<file path="config.mk">
export PLATFORM = sky130hd
export DESIGN_NAME = fifo_bank_ctrl_flat
export DESIGN_NICKNAME = d
export VERILOG_FILES = /design/src/rtl/fifo_bank_pkg.sv /design/src/rtl/fifo_bank_ctrl_if.sv /design/src/rtl/fifo_bank_raddr_gen.sv /design/src/rtl/fifo_bank_ctrl.sv /design/src/flat_wrapper.sv
export SDC_FILE = /design/constraint.sdc
export NUM_CORES = 1
export LEC_CHECK = 0
export BUFFER_PORTS_ARGS = -buffer_cell sky130_fd_sc_hd__buf_2
export CORE_ASPECT_RATIO = 1.25
export CORE_MARGIN = 3
export CORE_UTILIZATION = 47
export CTS_BUF_LIST = sky130_fd_sc_hd__clkbuf_16
export CTS_CLUSTER_SIZE = 14
export DETAILED_ROUTE_END_ITERATION = 12
export MAX_ROUTING_LAYER = met4
export PLACE_DENSITY = 0.79
export REMOVE_ABC_BUFFERS = 1
export SLEW_MARGIN = 15
export SYNTH_ARGS = -nofsm -noshare
export SYNTH_HDL_FRONTEND = slang
export SYNTH_HIERARCHICAL = 1
export SYNTH_SLANG_ARGS = --single-unit
export TNS_END_PERCENT = 50
</file>
<file path="constraint.sdc">
create_clock -name clk_i -period 4.4 [get_ports clk_i]
set_input_delay 0.88 -clock clk_i [delete_from_list [all_inputs] [get_ports clk_i]]
set_output_delay 0.88 -clock clk_i [all_outputs]
set_load 0.02 [all_outputs]
</file>
<file path="src/rtl/fifo_bank_pkg.sv">
// Shared constants and helpers for the banked output FIFO: controller, output mux and bank wrapper.
// Row/bank-index geometry is derived here so every consumer slices word pointers identically.
package fifo_bank_pkg;

  localparam int DEF_DATA_W          = 16;
  localparam int DEF_ADDR_W          = 11;
  localparam int DEF_NUM_OF_MEM      = 8;
  localparam int DEF_LOG2_NUM_OF_MEM = 3;

  function automatic int clog2(input int unsigned value);
    int unsigned rem;
    int          bits;
    rem  = (value > 0) ? value - 1 : 0;
    bits = 0;
    while (rem > 0) begin
      rem  = rem >> 1;
      bits = bits + 1;
    end
    return bits;
  endfunction

  function automatic int row_w(input int addr_w, input int log2_num_of_mem);
    return addr_w - log2_num_of_mem;
  endfunction

  // A word pointer splits into [row | bank index]; the bank index is the low field.
  localparam int DEF_ROW_W        = row_w(DEF_ADDR_W, DEF_LOG2_NUM_OF_MEM);
  localparam int DEF_BANK_IDX_LSB = 0;
  localparam int DEF_BANK_IDX_MSB = DEF_LOG2_NUM_OF_MEM - 1;
  localparam int DEF_ROW_LSB      = DEF_LOG2_NUM_OF_MEM;
  localparam int DEF_ROW_MSB      = DEF_ADDR_W - 1;

  typedef enum logic [1:0] {
    POP_IDLE   = 2'd0,
    POP_ACCEPT = 2'd1,
    POP_REJECT = 2'd2
  } pop_res_e;

  typedef enum logic [1:0] {
    WR_IDLE   = 2'd0,
    WR_ACCEPT = 2'd1,
    WR_DROP   = 2'd2
  } wr_res_e;

endpackage

</file>
<file path="src/rtl/fifo_bank_ctrl_if.sv">
// Handshake/bank-address bundle between the FIFO client and the banked FIFO controller.
// The master side pushes and pops; the slave side is the controller.
interface fifo_bank_ctrl_if
  import fifo_bank_pkg::*;
#(
  parameter int ADDR_W          = DEF_ADDR_W,
  parameter int NUM_OF_MEM      = DEF_NUM_OF_MEM,
  parameter int LOG2_NUM_OF_MEM = DEF_LOG2_NUM_OF_MEM
);

  localparam int ROW_W = row_w(ADDR_W, LOG2_NUM_OF_MEM);

  logic                          flush_i;
  logic                          wr_en_i;
  logic                          full_o;
  logic                          ovf_o;
  logic [NUM_OF_MEM-1:0]         bank_we_o;
  logic [ROW_W-1:0]              bank_waddr_o;
  logic                          rd_en_i;
  logic [LOG2_NUM_OF_MEM:0]      rd_step_i;
  logic                          rd_err_o;
  logic [NUM_OF_MEM*ROW_W-1:0]   bank_raddr_o;
  logic [ADDR_W-1:0]             mux_addr_o;
  logic                          win_valid_o;
  logic [ADDR_W:0]               count_o;

  modport master (
    output flush_i, wr_en_i, rd_en_i, rd_step_i,
    input  full_o, ovf_o, bank_we_o, bank_waddr_o, rd_err_o,
           bank_raddr_o, mux_addr_o, win_valid_o, count_o
  );

  modport slave (
    input  flush_i, wr_en_i, rd_en_i, rd_step_i,
    output full_o, ovf_o, bank_we_o, bank_waddr_o, rd_err_o,
           bank_raddr_o, mux_addr_o, win_valid_o, count_o
  );

endinterface

</file>
<file path="src/rtl/fifo_bank_raddr_gen.sv">
// Per-bank read row generation for an NUM_OF_MEM-word window starting at an arbitrary word pointer.
// Banks below the window's starting bank hold the tail of the window, one row further on.
module fifo_bank_raddr_gen
  import fifo_bank_pkg::*;
#(
  parameter int ADDR_W          = DEF_ADDR_W,
  parameter int NUM_OF_MEM      = DEF_NUM_OF_MEM,
  parameter int LOG2_NUM_OF_MEM = DEF_LOG2_NUM_OF_MEM,
  localparam int ROW_W          = row_w(ADDR_W, LOG2_NUM_OF_MEM)
) (
  input  logic [ADDR_W-1:0]            rd_ptr_nxt_i,
  output logic [NUM_OF_MEM*ROW_W-1:0]  bank_raddr_o
);

  logic [LOG2_NUM_OF_MEM-1:0] start_bank;
  logic [ROW_W-1:0]           base_row;

  assign start_bank = rd_ptr_nxt_i[LOG2_NUM_OF_MEM-1:0];
  assign base_row   = rd_ptr_nxt_i[ADDR_W-1:LOG2_NUM_OF_MEM];

  for (genvar b = 0; b < NUM_OF_MEM; b++) begin : g_bank
    localparam logic [LOG2_NUM_OF_MEM-1:0] BANK_IDX = LOG2_NUM_OF_MEM'(b);
    // Row arithmetic wraps naturally at 2^ROW_W, matching the circular word pointer.
    assign bank_raddr_o[b*ROW_W +: ROW_W] = base_row + ROW_W'(BANK_IDX < start_bank);
  end

endmodule

</file>
<file path="src/rtl/fifo_bank_ctrl.sv">
// Pointer/sequencing controller for the banked output FIFO: round-robin bank writes,
// variable-step window pops, fill level and window-valid status for the output rotation mux.
module fifo_bank_ctrl
  import fifo_bank_pkg::*;
#(
  parameter int DATA_W          = DEF_DATA_W,
  parameter int ADDR_W          = DEF_ADDR_W,
  parameter int NUM_OF_MEM      = DEF_NUM_OF_MEM,
  parameter int LOG2_NUM_OF_MEM = DEF_LOG2_NUM_OF_MEM
) (
  input  logic             clk_i,
  input  logic             rst_n_i,
  fifo_bank_ctrl_if.slave  bus
);

  localparam int ROW_W  = row_w(ADDR_W, LOG2_NUM_OF_MEM);
  localparam int CNT_W  = ADDR_W + 1;
  localparam int STEP_W = LOG2_NUM_OF_MEM + 1;

  localparam logic [CNT_W-1:0]  DEPTH     = {1'b1, {ADDR_W{1'b0}}};
  localparam logic [CNT_W-1:0]  WIN_WORDS = CNT_W'(NUM_OF_MEM);
  localparam logic [STEP_W-1:0] MAX_STEP  = STEP_W'(NUM_OF_MEM);

  if (DATA_W < 1 || ADDR_W <= LOG2_NUM_OF_MEM || LOG2_NUM_OF_MEM < 1 ||
      LOG2_NUM_OF_MEM != clog2(NUM_OF_MEM) || (1 << LOG2_NUM_OF_MEM) != NUM_OF_MEM) begin : g_bad_params
    $error("fifo_bank_ctrl: NUM_OF_MEM must equal 2**LOG2_NUM_OF_MEM and be narrower than the pointer");
  end

  logic [ADDR_W-1:0] wr_ptr_q, wr_ptr_d;
  logic [ADDR_W-1:0] rd_ptr_q, rd_ptr_d;
  logic [CNT_W-1:0]  count_q, count_d;
  logic              win_valid_q, win_valid_d;

  logic              live;
  logic              full;
  logic              step_ok;
  wr_res_e           wr_res;
  pop_res_e          pop_res;
  logic              wr_acc;
  logic              pop_acc;
  logic [STEP_W-1:0] popped;

  // Classify this cycle's push and pop requests against the registered state only.
  always_comb begin
    live    = rst_n_i && !bus.flush_i;
    full    = (count_q == DEPTH);
    step_ok = (bus.rd_step_i <= MAX_STEP);
    wr_res  = WR_IDLE;
    pop_res = POP_IDLE;
    if (live && bus.wr_en_i) begin
      wr_res = full ? WR_DROP : WR_ACCEPT;
    end
    if (live && bus.rd_en_i) begin
      pop_res = (win_valid_q && step_ok) ? POP_ACCEPT : POP_REJECT;
    end
    wr_acc  = (wr_res == WR_ACCEPT);
    pop_acc = (pop_res == POP_ACCEPT);
    popped  = pop_acc ? bus.rd_step_i : '0;
  end

  always_comb begin
    wr_ptr_d    = wr_ptr_q + ADDR_W'(wr_acc);
    rd_ptr_d    = rd_ptr_q + ADDR_W'(popped);
    count_d     = count_q + CNT_W'(wr_acc) - CNT_W'(popped);
    // This cycle's write is excluded: its word is not yet readable from a synchronous bank.
    win_valid_d = (count_q - CNT_W'(popped)) >= WIN_WORDS;
    if (bus.flush_i) begin
      wr_ptr_d    = '0;
      rd_ptr_d    = '0;
      count_d     = '0;
      win_valid_d = 1'b0;
    end
  end

  always_ff @(posedge clk_i) begin
    if (!rst_n_i) begin
      wr_ptr_q    <= '0;
      rd_ptr_q    <= '0;
      count_q     <= '0;
      win_valid_q <= 1'b0;
    end else begin
      wr_ptr_q    <= wr_ptr_d;
      rd_ptr_q    <= rd_ptr_d;
      count_q     <= count_d;
      win_valid_q <= win_valid_d;
    end
  end

  assign bus.full_o       = full;
  assign bus.ovf_o        = (wr_res == WR_DROP);
  assign bus.rd_err_o     = (pop_res == POP_REJECT);
  assign bus.bank_we_o    = wr_acc ? (NUM_OF_MEM'(1) << wr_ptr_q[LOG2_NUM_OF_MEM-1:0]) : '0;
  assign bus.bank_waddr_o = wr_ptr_q[ADDR_W-1:LOG2_NUM_OF_MEM];
  assign bus.mux_addr_o   = rd_ptr_q;
  assign bus.win_valid_o  = win_valid_q;
  assign bus.count_o      = count_q;

  // Read rows follow the post-pop pointer so bank data lines up with mux_addr_o next cycle.
  fifo_bank_raddr_gen #(
    .ADDR_W          (ADDR_W),
    .NUM_OF_MEM      (NUM_OF_MEM),
    .LOG2_NUM_OF_MEM (LOG2_NUM_OF_MEM)
  ) u_raddr_gen (
    .rd_ptr_nxt_i (rd_ptr_d),
    .bank_raddr_o (bus.bank_raddr_o)
  );

endmodule
</file>
<file path="src/flat_wrapper.sv">
// flat-port wrapper written by rule: the top's interface ports become plain ports
module fifo_bank_ctrl_flat import fifo_bank_pkg::*;
#(
  parameter int DATA_W          = DEF_DATA_W,
  parameter int ADDR_W          = DEF_ADDR_W,
  parameter int NUM_OF_MEM      = DEF_NUM_OF_MEM,
  parameter int LOG2_NUM_OF_MEM = DEF_LOG2_NUM_OF_MEM
)
  (clk_i, rst_n_i, bus_flush_i, bus_wr_en_i, bus_rd_en_i, bus_rd_step_i, bus_full_o, bus_ovf_o, bus_bank_we_o, bus_bank_waddr_o, bus_rd_err_o, bus_bank_raddr_o, bus_mux_addr_o, bus_win_valid_o, bus_count_o);
  fifo_bank_ctrl_if #(.ADDR_W(ADDR_W), .NUM_OF_MEM(NUM_OF_MEM), .LOG2_NUM_OF_MEM(LOG2_NUM_OF_MEM)) bus_i ();
  input  logic clk_i;
  input  logic rst_n_i;
  input wire logic [$bits(bus_i.flush_i)-1:0] bus_flush_i;
  input wire logic [$bits(bus_i.wr_en_i)-1:0] bus_wr_en_i;
  input wire logic [$bits(bus_i.rd_en_i)-1:0] bus_rd_en_i;
  input wire logic [$bits(bus_i.rd_step_i)-1:0] bus_rd_step_i;
  output wire logic [$bits(bus_i.full_o)-1:0] bus_full_o;
  output wire logic [$bits(bus_i.ovf_o)-1:0] bus_ovf_o;
  output wire logic [$bits(bus_i.bank_we_o)-1:0] bus_bank_we_o;
  output wire logic [$bits(bus_i.bank_waddr_o)-1:0] bus_bank_waddr_o;
  output wire logic [$bits(bus_i.rd_err_o)-1:0] bus_rd_err_o;
  output wire logic [$bits(bus_i.bank_raddr_o)-1:0] bus_bank_raddr_o;
  output wire logic [$bits(bus_i.mux_addr_o)-1:0] bus_mux_addr_o;
  output wire logic [$bits(bus_i.win_valid_o)-1:0] bus_win_valid_o;
  output wire logic [$bits(bus_i.count_o)-1:0] bus_count_o;
  assign bus_i.flush_i = bus_flush_i;
  assign bus_i.wr_en_i = bus_wr_en_i;
  assign bus_i.rd_en_i = bus_rd_en_i;
  assign bus_i.rd_step_i = bus_rd_step_i;
  assign bus_full_o = bus_i.full_o;
  assign bus_ovf_o = bus_i.ovf_o;
  assign bus_bank_we_o = bus_i.bank_we_o;
  assign bus_bank_waddr_o = bus_i.bank_waddr_o;
  assign bus_rd_err_o = bus_i.rd_err_o;
  assign bus_bank_raddr_o = bus_i.bank_raddr_o;
  assign bus_mux_addr_o = bus_i.mux_addr_o;
  assign bus_win_valid_o = bus_i.win_valid_o;
  assign bus_count_o = bus_i.count_o;
  fifo_bank_ctrl #(.DATA_W(DATA_W), .ADDR_W(ADDR_W), .NUM_OF_MEM(NUM_OF_MEM), .LOG2_NUM_OF_MEM(LOG2_NUM_OF_MEM)) u_core (.clk_i(clk_i), .rst_n_i(rst_n_i), .bus(bus_i));
endmodule
</file>
# After elaboration in Yosys (flattened, before gate mapping)

Cells that the tools add are included.
Widths: inputs -> output; s select.

Word-level logic and storage cells: 47
Register bits: 35

Muxes and demuxes: 7
Equality and inequality tests: 5
Shift operators: 1
Magnitude comparators: 10
Reduce and logical (&&, ||, !) cells: 6
Bitwise gates (word level): 1
$add $sub $neg: 13

Operators with widths:

| cell                 | number |
|---|---|
| $add 8x1->8          | 8 |
| $sub 12x4->12        | 2 |
| $add 12x1->12        | 1 |
| $eq 12x12->1 const B | 1 |
| $ge 12x4->1 const B  | 1 |
| $lt 3x3->1 const A   | 4 |
| $add 11x1->11        | 1 |
| $add 11x4->11        | 1 |
| $mux 11              | 1 |
| $mux 2               | 4 |
| $mux 8               | 1 |
| $shl 1x3->8 const A  | 1 |
| $lt 1x3->1 const A   | 2 |
| $lt 2x3->1 const A   | 2 |
| $eq 2x1->1 const B   | 2 |
| $eq 2x2->1 const B   | 2 |
| $le 4x4->1 const B   | 1 |
| $logic_and 1x1->1    | 4 |
| $mux 4               | 1 |
| $reduce_or 2->1      | 1 |
| $logic_not 1->1      | 1 |
| $not 1->1            | 1 |

# Longest topological paths before layout

Depth after elaboration: 10
Gate-level depth with buffers: 16
Gate-level depth less buffers: 15

# Hierarchy

Netlist, hierarchy kept.

By module, submodules not included:

| module              | area an instance (µm²) | cells each | times used |
|---|---|---|---|
| fifo_bank_ctrl      | 2,536.2                | 302        | 1 |
| fifo_bank_raddr_gen | 967.2                  | 127        | 1 |

# Worst setup path before layout

Ideal clock, no wire load.

Path type: input -> output
Start point: input rst_n_i
End point: output bus_bank_raddr_o[15]
Stages: 15
Path buffers: 2
Data required time: 3.520 ns
Path slack: -0.319 ns
Data arrival time: 3.839 ns
Cells stage by stage: nor2b_1 -> nand2_1 -> nor2_1 -> and2_1 -> ha_1 -> fa_1 -> a21o_1 -> a21oi_1 -> xor2_1 -> nor2_1 -> buf_4 -> and4_4 -> buf_8 -> nand3_2 -> xnor2_1

Elaborated cells between the ends (all ways): 9
Those cells by class: add/sub (2); order compare (1); eq/ne (1); mux (3); reduce/logical (2)

RTL lines:

| what                   | RTL line                  | text |
|---|---|---|
| from (decl)            | flat_wrapper.sv:12        | `input logic rst_n_i;` |
| $logic_and 1x1->1      | fifo_bank_ctrl.sv:45      | `live = rst_n_i && !bus.flush_i;` |
| $logic_and 1x1->1      | fifo_bank_ctrl.sv:53      | `if (live && bus.rd_en_i) begin` |
| $mux 2                 | fifo_bank_ctrl.sv:53      |  |
| $eq 2x1->1             | fifo_bank_ctrl.sv:57      | `pop_acc = (pop_res == POP_ACCEPT);` |
| $mux 4                 | fifo_bank_ctrl.sv:58      | `popped = pop_acc ? bus.rd_step_i : '0;` |
| $add 11x4->11          | fifo_bank_ctrl.sv:63      | `rd_ptr_d = rd_ptr_q + ADDR_W'(popped);` |
| $mux 11                | fifo_bank_ctrl.sv:67      | `if (bus.flush_i) begin` |
| net u_core.rd_ptr_d[4] | fifo_bank_ctrl.sv:30      | `logic [ADDR_W-1:0] rd_ptr_q, rd_ptr_d;` |
| $add 8x1->8            | fifo_bank_raddr_gen.sv:24 | `assign bank_raddr_o[b*ROW_W +: ROW_W] = base_row + ROW_W'(BANK_IDX < start_bank);` |
| to (decl)              | flat_wrapper.sv:22        | `output wire logic [$bits(bus_i.bank_raddr_o)-1:0] bus_bank_raddr_o;` |

The timed path passes the listed nets, and every way through them passes these cells.

# Worst setup path in the final report

Start point: input bus_rd_step_i[1]
End point: output bus_bank_raddr_o[38]

Cells in the longest elaborated chain, start to end: 10

Ends and longest elaborated chain:

| what              | RTL line                  | text |
|---|---|---|
| from (decl)       | flat_wrapper.sv:16        | `input wire logic [$bits(bus_i.rd_step_i)-1:0] bus_rd_step_i;` |
| $le 4x4->1        | fifo_bank_ctrl.sv:47      | `step_ok = (bus.rd_step_i <= MAX_STEP);` |
| $logic_and 1x1->1 | fifo_bank_ctrl.sv:54      | `pop_res = (win_valid_q && step_ok) ? POP_ACCEPT : POP_REJECT;` |
| $mux 2            | fifo_bank_ctrl.sv:54      |  |
| $mux 2            | fifo_bank_ctrl.sv:53      |  |
| $eq 2x1->1        | fifo_bank_ctrl.sv:57      |  |
| $mux 4 (*)        | fifo_bank_ctrl.sv:58      |  |
| $add 11x4->11 (*) | fifo_bank_ctrl.sv:63      |  |
| $mux 11 (*)       | fifo_bank_ctrl.sv:67      |  |
| $lt 3x3->1        | fifo_bank_raddr_gen.sv:24 |  |
| $add 8x1->8 (*)   | fifo_bank_raddr_gen.sv:24 |  |

Every way passes the cells marked *; elsewhere a longest branch is shown, timed or not.

==> flow_summary.ini <==
[outcome]
status = finished, violations left
violations = setup timing

[pwr]
power.density_nw_per_um2 = 262
p_total_w = 0.00141
ir_drop_mv = 0.369
p_leak_nw = 2.60

[die]
rows = 34
dieArea_um2 = 8530
io-pin-count = 116
chipWidth_um = 83.2
die-height_um = 103
start_util = 0.493
core_area_um2 = 7100

[critical_path]
worst_ep_required_time_ps = 3520
arrival_ps = 3810
setup.worst_path.end_class = primary output
regToRegStartpoint = u_core/bus.count_o[4]
regToRegSetupSlack_ps = 800
path_max_fanout = 5
slowest_stage = o31ai_4
crit_path_start_kind = input pin
cp_common_cell = buf_6
critPathKind = in -> out
startpoint = bus_rd_step_i[1]
crit_chain = buf_6 > o31ai_4 > nand2_2 > nor2_4 > nand2_1 > inv_2 > ha_4 > a21o_1 > a21o_1 > buf_6 > xnor2_2 > nor2_2 > buf_6 > ha_4 > nand3_4 > nor2_4 > xor2_2 > buf_6
max_stage_delay_ps = 320
reg2regPathDepth = 15

[timing]
tightestPinTransition_ps = 793
hold_viol = 0
clock.fmax_mhz = 213
layout_setup_ws_ps = -286
rsz0062_at_grt = yes
worst_clock_skew_ps = 3.08
fin_crit_ps = 4690
finalCritPeriodShare = 1.07
slew_violations = 0
setup-violations-final = 50
max_slew_margin = 0.471

[layout]
antenna_cells = 0
drive_gt1_frac = 0.485
syn_to_final_growth_pct = 53.2
fin_util = 0.755
finalInstanceArea_um2 = 5370
final_nets = 659

[cts]
cts_made_buffers = 5
cts.sinks = 35
postCtsHoldBufs = 0
cts_root_buffer = clkbuf_16
cts_buffer_depth = 2
cts_tree = built
htreeDepth = 2
path_clk_slew_ps = 50
clkLatencyLatePin_ps = 280

[min_path]
min_path_cells = 2
hold_path_startpoint = u_core/wr_ptr_q[10]
hold_class = reg -> reg

[detailed_routing]
drt_iter0_drc = 157
wirelength_um = 12500
drc = 0
drt-vias-per-instance = 5.57
wl_per_cell_um = 18.0
ant_nets = 0
firstDrtPassIters = 5
vias = 3856

[global_routing]
grt-ovfl-total = 0
grt_use_total = 0.274
grt_first_pass_wirelength_um = 18400
grt_pass1_vias = 3780
antenna_found_initial = 0
grt_max_degree = 20

[place]
io_buffer_count = 115
pre_cts_ws_ps = -422
gp_congestion = 0.942
place_area_um2 = 4320
dp_hpwl_um = 7660

[yosys]
synth_edf_count = 0
synth_cell_type_count = 56
yosysWarnings = 6
avgSynthCellArea_um2 = 8.17
synth-seq-cells = 35
yosysTopAreaCell = dfxtp_1
synth_top_area_share = 0.200
synth.cell_area_um2 = 3500
postSynthCellCount = 429
seq_area_frac_synth = 0.200
synth_commonest_cells = 44 x ha_1, 44 x xnor2_1, 40 x nand2_1
synth.area.top_cells = dfxtp_1 20%, ha_1 16%, xnor2_1 11%, xor2_1 5.5%, buf_4 4.5%
ys_async_sr_fraction = 0
yosys_most_used_dff = dfxtp_1

[job]
cap_violations = 0
==> layout by cell type (no fill, tap or decap), types with 4 or more instances in the layout <==
master     instances
nor3_1             5
xnor2_2           11
xor2_1            20
or3_1              4
nand3_2            6
buf_6             10
nand2b_1           4
nand2_2            6
ha_2               4
xnor2_1           33
nand3_1           13
clkbuf_16          5
a21oi_1           13
ha_4              13
or2_2              4
nand2_1           34
inv_1             21
fa_1               4
buf_2             74
and3_1             6
a31oi_1            4
nor2_1            30
and2_1            10
buf_4            113
ha_1              27
o21ai_0            8
a21oi_2            4
nor2b_1            6
dfxtp_1           35
nor2_4             5
a21o_1             6
==> worst paths after layout <==
kind	endpoint
setup / recovery	bus_bank_raddr_o[38]
hold / removal	u_core/wr_ptr_q[10]
setup reg to reg	u_core/bus.count_o[8]
hold reg to reg	u_core/wr_ptr_q[10]
==> worst max-delay path: cells and delay by family <==
| kind | cells | cell delay (ps) |
|---|---|---|
| compound gates | 3 | 720 |
| buf+inv | 5 | 690 |
| simple gates | 6 | 740 |
| xor+xnor | 2 | 400 |
| fa+ha+maj | 2 | 380 |
==> sequential cells by signal, summed over array words and instances (netlist names) <==
signal and flops:
u_core/bus.mux_addr_o 11, u_core/bus.count_o 12, u_core/wr_ptr_q 11, u_core/bus.win_valid_o 1
==> through the flow <==
stage	hold WS, ps	setup TNS, ps	std cells
finish	518	-8960	692
global route	568	-14530	692
CTS	529	-44.4	690
detailed placement	516	-13690	649
global placement	489	-9200	649
floorplan	570	-40490	394
==> power by group <==
part	leakage, nW	total (W)	switching, W	internal (W)
clock	0.0812	0.000399	0.000134	0.000264
sequential	0.283	0.000380	0.0000356	0.000345
combinational	2.24	0.000626	0.000356	0.000271
==> cell families (layout without fill, tap and decap cells) <==
logic type / count (synthesis) / after routing / synth area share
XOR/XNOR: 66 / 66 / 0.165
multiplexers: 3 / 3 / 0.00929
buffers and inverters: 58 / 230 / 0.0954
flip-flops: 35 / 35 / 0.200
AND/OR/NAND/NOR: 159 / 160 / 0.230
adder cells (fa/ha/maj): 49 / 49 / 0.186
AO/OA/AOI/OAI: 59 / 59 / 0.115
==> metal layers <==
layer | wire, um | vias up | global-route usage
met5 | 0 | - | -
met4 | 777 | 0 | 0.171
met3 | 858 | 71 | 0.0456
met2 | 6440 | 213 | 0.511
met1 | 4410 | 1803 | 0.267
li1 | - | 1769 | -
==> what timing repair did <==
action	CTS	global route
pin swaps	36	12
endpoints found under the setup margin	46	52
resized for setup	93	57
setup buffers	31	2
gates cloned	2	0
==> area by class of cell <==
type | instances | area [um^2]
fill | 456 | 1740
multi-input combinational | 337 | 2940
inverter | 23 | 86.3
sequential | 35 | 701
timing repair buffer | 199 | 1370
clock buffer | 5 | 125
clock inverter | 3 | 38.8
tap | 90 | 113
(Power assumes the default switching activity.)
